--- config.mk ---
export PLATFORM = sky130hd
export DESIGN_NAME = decode_stage_controller
export DESIGN_NICKNAME = d
export VERILOG_FILES = /design/src/rtl/decode_stage_controller_pkg.sv /design/src/rtl/decode_stage_controller_settle.sv /design/src/rtl/decode_stage_controller.sv
export SDC_FILE = /design/constraint.sdc
export NUM_CORES = 1
export LEC_CHECK = 0
export BUFFER_PORTS_ARGS = -buffer_cell sky130_fd_sc_hd__buf_2
export CORE_AREA = 2 2 229 231
export CTS_CLUSTER_DIAMETER = 60
export DETAILED_ROUTE_END_ITERATION = 16
export DIE_AREA = 0 0 231 233
export PLACE_DENSITY = 0.3
export RECOVER_POWER = 100
export SKIP_LAST_GASP = 1
export SLEW_MARGIN = 30
export SYNTH_ARGS = -nofsm -noshare
export SYNTH_HDL_FRONTEND = slang
export SYNTH_SLANG_ARGS = --single-unit
--- constraint.sdc ---
create_clock -name clk -period 2 [get_ports clk]
set_input_delay 0.1 -clock clk [delete_from_list [all_inputs] [get_ports clk]]
set_output_delay 0.1 -clock clk [all_outputs]
set_load 0.005 [all_outputs]
--- src/rtl/decode_stage_controller_pkg.sv ---
// decoder_stage_pkg: stage encodings and PU-array sizing shared across the decoder
package decoder_stage_pkg;
  typedef enum logic [2:0] {
    ST_IDLE     = 3'd0,
    ST_LOAD     = 3'd1,
    ST_GROW     = 3'd2,
    ST_MERGE    = 3'd3,
    ST_BOUNDARY = 3'd4,
    ST_RESULT   = 3'd5
  } stage_e;
  function automatic int max_int(input int a, input int b);
    return (a > b) ? a : b;
  endfunction
  function automatic int pu_count(input int x, input int z);
    return x * z * max_int(x, z);
  endfunction
  localparam int DEFAULT_DISTANCE_X = 4;
  localparam int DEFAULT_DISTANCE_Z = 12;
  localparam int DEFAULT_PU_COUNT = pu_count(DEFAULT_DISTANCE_X, DEFAULT_DISTANCE_Z);
endpackage

--- src/rtl/decode_stage_controller_settle.sv ---
// settle_detector: flags convergence on the Nth consecutive cycle with no busy PU
module settle_detector #(
  parameter int SETTLE_CYCLES = 3
) (
  input  logic clk,
  input  logic reset,
  input  logic clear,
  input  logic any_busy,
  output logic converged
);
  localparam int W = $clog2(SETTLE_CYCLES + 1);
  logic [W-1:0] idle_count;
  // the current idle cycle completes the run, so compare against N-1
  assign converged = !any_busy && idle_count == W'(SETTLE_CYCLES - 1);
  always_ff @(posedge clk) begin
    if (reset || clear || any_busy) idle_count <= '0;
    else if (idle_count != W'(SETTLE_CYCLES - 1)) idle_count <= idle_count + 1'b1;
  end
endmodule

--- src/rtl/decode_stage_controller.sv ---
// decode_stage_controller: sequences load/grow/merge/boundary for one union-find decoding round
module decode_stage_controller
  import decoder_stage_pkg::*;
#(
  parameter int CODE_DISTANCE_X = DEFAULT_DISTANCE_X,
  parameter int CODE_DISTANCE_Z = DEFAULT_DISTANCE_Z,
  parameter int PU_COUNT = pu_count(CODE_DISTANCE_X, CODE_DISTANCE_Z),
  parameter int MAX_ITERATIONS = 16,
  parameter int ITER_WIDTH = $clog2(MAX_ITERATIONS + 1),
  parameter int MERGE_SETTLE_CYCLES = 3,
  parameter int MERGE_TIMEOUT = 1023
) (
  input  logic                  clk,
  input  logic                  reset,
  input  logic                  start,
  input  logic [PU_COUNT-1:0]   pu_busy,
  input  logic                  any_odd_cluster,
  output logic                  card_go,
  input  logic                  card_done,
  input  logic                  card_final,
  output logic [2:0]            stage,
  output logic [ITER_WIDTH-1:0] iteration,
  output logic                  result_valid,
  output logic                  result_parity,
  output logic                  result_failed,
  output logic                  busy
);
  localparam int TW = $clog2(MERGE_TIMEOUT + 1);
  stage_e st;
  logic [TW-1:0] merge_timer;
  logic converged, timed_out, last_iter;
  assign stage = st;
  assign busy = st != ST_IDLE;
  assign timed_out = merge_timer == TW'(MERGE_TIMEOUT - 1);
  assign last_iter = iteration == ITER_WIDTH'(MAX_ITERATIONS - 1);
  settle_detector #(.SETTLE_CYCLES(MERGE_SETTLE_CYCLES)) u_settle (
    .clk      (clk),
    .reset    (reset),
    .clear    (st != ST_MERGE),
    .any_busy (|pu_busy),
    .converged(converged)
  );
  // card_go doubles as the first-BOUNDARY-cycle marker so card_done is ignored there
  always_ff @(posedge clk) begin
    if (reset) begin
      st            <= ST_IDLE;
      iteration     <= '0;
      card_go       <= 1'b0;
      result_valid  <= 1'b0;
      result_parity <= 1'b0;
      result_failed <= 1'b0;
      merge_timer   <= '0;
    end else begin
      card_go      <= 1'b0;
      result_valid <= st == ST_RESULT;
      case (st)
        ST_IDLE: if (start) begin
          st            <= ST_LOAD;
          iteration     <= '0;
          result_parity <= 1'b0;
          result_failed <= 1'b0;
        end
        ST_LOAD: st <= ST_GROW;
        ST_GROW: begin
          merge_timer <= '0;
          st          <= ST_MERGE;
        end
        ST_MERGE: begin
          merge_timer <= merge_timer + 1'b1;
          if (converged && !any_odd_cluster) begin
            st      <= ST_BOUNDARY;
            card_go <= 1'b1;
          end else if (converged) begin
            iteration     <= (iteration == ITER_WIDTH'(MAX_ITERATIONS)) ? iteration : iteration + 1'b1;
            result_failed <= last_iter;
            st            <= last_iter ? ST_RESULT : ST_GROW;
          end else if (timed_out) begin
            result_failed <= 1'b1;
            st            <= ST_RESULT;
          end
        end
        ST_BOUNDARY: if (card_done && !card_go) begin
          result_parity <= card_final;
          st            <= ST_RESULT;
        end
        ST_RESULT: st <= ST_IDLE;
        default: st <= ST_IDLE;
      endcase
    end
  end
endmodule
==> results.py <==
metrics = {
    "status": {
        "status": "finished with violations",
        "violations": "negative setup slack",
    },
    "yosys": {
        "ys_seq_area_share_pct": 19.5,
        "yosys_warnings": 0,
        "synthTopCellsByArea": "nor4_1 39%, dfxtp_1 19%, nand4_1 10%",
        "avgSynthCellArea_um2": 7.16,
        "synth_ff_type": "dfxtp_1",
        "synth_seq_cells": 24,
        "synthArstFlopShare_pct": 0,
        "synth_edf_count": 0,
        "synth_area_leader_cell": "nor4_1",
        "synth_top_cell_area_share_pct": 38.8,
        "syn_area_um2": 2470,
        "synth_cell_types": 39,
        "yosys-top-cells-count": "153 x nor4_1, 41 x nand4_1, 24 x dfxtp_1, 20 x nand2_1, 14 x nor2_1",
        "syn_nets": 933,
        "syn_inst": 345,
        "synth_most_common_cell": "nor4_1",
    },
    "global_route": {
        "grt_pass1_vias": 5804,
        "grt_max_degree": 14,
        "grt_pass1_wl_mm": 35.6,
        "track_usage_pct": 9.04,
        "antenna_found_initial": 9,
        "overflow": 0,
    },
    "timing": {
        "slew_headroom_pct": 71.2,
        "clock_skew_ns": 0.00302,
        "finalSetupTns_ns": -3.34,
        "final_max_slew_viol_count": 0,
        "setup_viol": 12,
        "setup_ws_ns": -0.353,
        "clock.fmax_mhz": 425,
        "whs_ns": 0.0882,
        "rsz0062_at_grt": "true",
        "tightestPinTransition_ns": 0.429,
        "hold_violations": 0,
        "min_period_ns": 2.35,
        "min_period_over_period_pct": 118,
    },
    "flow_run": {
        "cap_violations": 0,
    },
    "hold_path": {
        "worstHoldStart": "any_odd_cluster",
        "hp-class": "in2reg",
    },
    "placed_design": {
        "place_ws_ns": -1.32,
        "placed_cells": 1653,
        "port_buffers": 594,
        "post_dp_cell_area_um2": 6580,
        "place_congestion": 0.978,
        "dpl.hpwl_mm": 25.2,
    },
    "final_layout": {
        "fin_util_pct": 13.3,
        "fin_area_um2": 6790,
        "instances_no_fill": 1667,
        "drive_above_1_share_pct": 65.3,
        "areaGrowthSynthToFinish_pct": 175,
        "nets": 1570,
    },
    "die": {
        "die_area_um2": 53800,
        "die_x_um": 231,
        "ios": 595,
        "rows": 83,
        "core_um2": 51100,
        "start_util_pct": 4.83,
        "die_y_um": 233,
    },
    "worst_setup_path": {
        "crit_start": "pu_busy[223]",
        "crit_required_ns": 2.14,
        "path_cells": "buf_2 > nor4_1 > nand4_1 > nor4_1 > buf_4 > nand4_1 > nor4_4 > buf_6 > buf_12 > mux2i_4 > a31oi_1",
        "cpMaxStageDelayCell": "nor4_1",
        "cp.arrival_ns": 2.49,
        "r2r-start": "u_settle.idle_count[0]$_SDFFE_PP0P_",
        "start_kind": "input port",
        "cp_slowest_stage_delay_ns": 0.37,
        "crit_path_max_fanout": 5,
        "critPathCaptureType": "register",
        "critPathKind": "in2reg",
    },
    "cts": {
        "clockBufferDepth": 2,
        "clk_latency_ns": 0.26,
        "numCtsBuffers": 3,
        "cts_root_buffer": "clkbuf_16",
        "cts_tree": "built",
        "htree_num_levels": 1,
        "hold_buffers": 0,
        "path_clk_slew_ns": 0.07,
        "clock-sinks": 24,
    },
    "pwr": {
        "vdd_drop_max_mv": 0.260,
        "power.density_nw_per_um2": 253,
        "fin_total_pwr_mw": 1.72,
        "static-leakage-power_nw": 3.18,
    },
    "routing": {
        "drt-total-wl_mm": 26.8,
        "num_vias": 5639,
        "viasPerCell": 3.38,
        "first_iter_violations": 127,
        "dr.pass1.iters": 5,
        "wire_per_inst_um": 16.0,
        "drc": 0,
        "ant_nets": 0,
    },
}
-- flip-flops by register name, summed over array words and instances (netlist names) --
register             cells
merge_timer             10
stage                    3
iteration                5
card_go                  1
result_valid             1
u_settle.idle_count      2
result_parity            1
result_failed            1
-- report_power, final --
| part | total (mW) | internal [mW] | switching (mW) | leakage, nW |
|---|---|---|---|---|
| registers | 0.487 | 0.483 | 0.00413 | 0.194 |
| clock network | 0.448 | 0.265 | 0.183 | 0.0370 |
| logic | 0.782 | 0.471 | 0.312 | 2.95 |
-- layout by cell type, fill, tap and decap left out, types with 3 or more instances in the layout --
| cell type | count |
|---|---|
| a31o_1 | 4 |
| dfxtp_1 | 24 |
| ha_1 | 6 |
| diode_2 | 7 |
| nor4_1 | 151 |
| or3_1 | 6 |
| nand3_1 | 3 |
| nor2_1 | 14 |
| buf_2 | 587 |
| a22oi_1 | 3 |
| clkbuf_16 | 3 |
| mux2i_1 | 5 |
| inv_1 | 10 |
| buf_6 | 6 |
| nor3_1 | 4 |
| nand4_1 | 41 |
| buf_4 | 33 |
| or4_1 | 3 |
| o21ai_0 | 4 |
| nor4_4 | 3 |
| nor3b_1 | 3 |
| clkbuf_1 | 8 |
| a21oi_1 | 8 |
| nand2_1 | 20 |
-- metal layers --
layer  track usage (%)  up-vias  share of wire, %
li1                  -     2782                 -
met1              10.3     2510                39
met2              16.4      313                50
met3              1.72       32               7.5
met4              3.51        2               3.1
met5              1.38        -              0.36
-- what timing repair did --
action / 4_1_cts / 5_1_grt
cloned: 0 / 0
buffers inserted: 1 / 3
gates resized for setup: 11 / 5
endpoints found under the setup margin: 12 / 12
pin swaps: 5 / 4
-- layout make-up --
class	instances	area, µm²
timing repair buffer	636	3320
fill	6045	44300
antenna	7	17.5
multi-input combinational	306	2000
sequential	24	480
inverter	11	41.3
tap	680	851
clock buffer	3	75.1
-- logic make-up (layout without fill, tap and decap cells) --
logic type | after synthesis | in the layout | share of synthesized area (%)
DFF | 24 | 24 | 19.5
AOI/OAI and AO/OA | 31 | 31 | 8.46
and+or+nand+nor | 260 | 260 | 63.2
xor gates and xnor gates | 2 | 2 | 0.710
muxes | 7 | 7 | 2.89
adders and majority gates | 6 | 6 | 3.04
buffers and inverters | 15 | 650 | 2.28
other | 0 | 7 | 0
-- worst max-delay path: cells and delay by family --
| family | cells | cell delay [ns] |
|---|---|---|
| and+or+nand+nor | 5 | 1.51 |
| buffers and inverters | 4 | 0.57 |
| muxes | 1 | 0.21 |
| AOI/OAI and AO/OA | 1 | 0.09 |
-- path summary, 6_finish.rpt --
path / end / slack [ns] / cells past startpoint
max reg2reg: stage[1]$_SDFFE_PP0P_ / 0.31 / 8
min reg2reg: merge_timer[7]$_SDFFE_PP0P_ / 0.48 / 2
min: card_go$_SDFF_PP0_ / 0.09 / 2
max: stage[1]$_SDFFE_PP0P_ / -0.35 / 11
No activity file was read; power rests on OpenSTA's default activity.
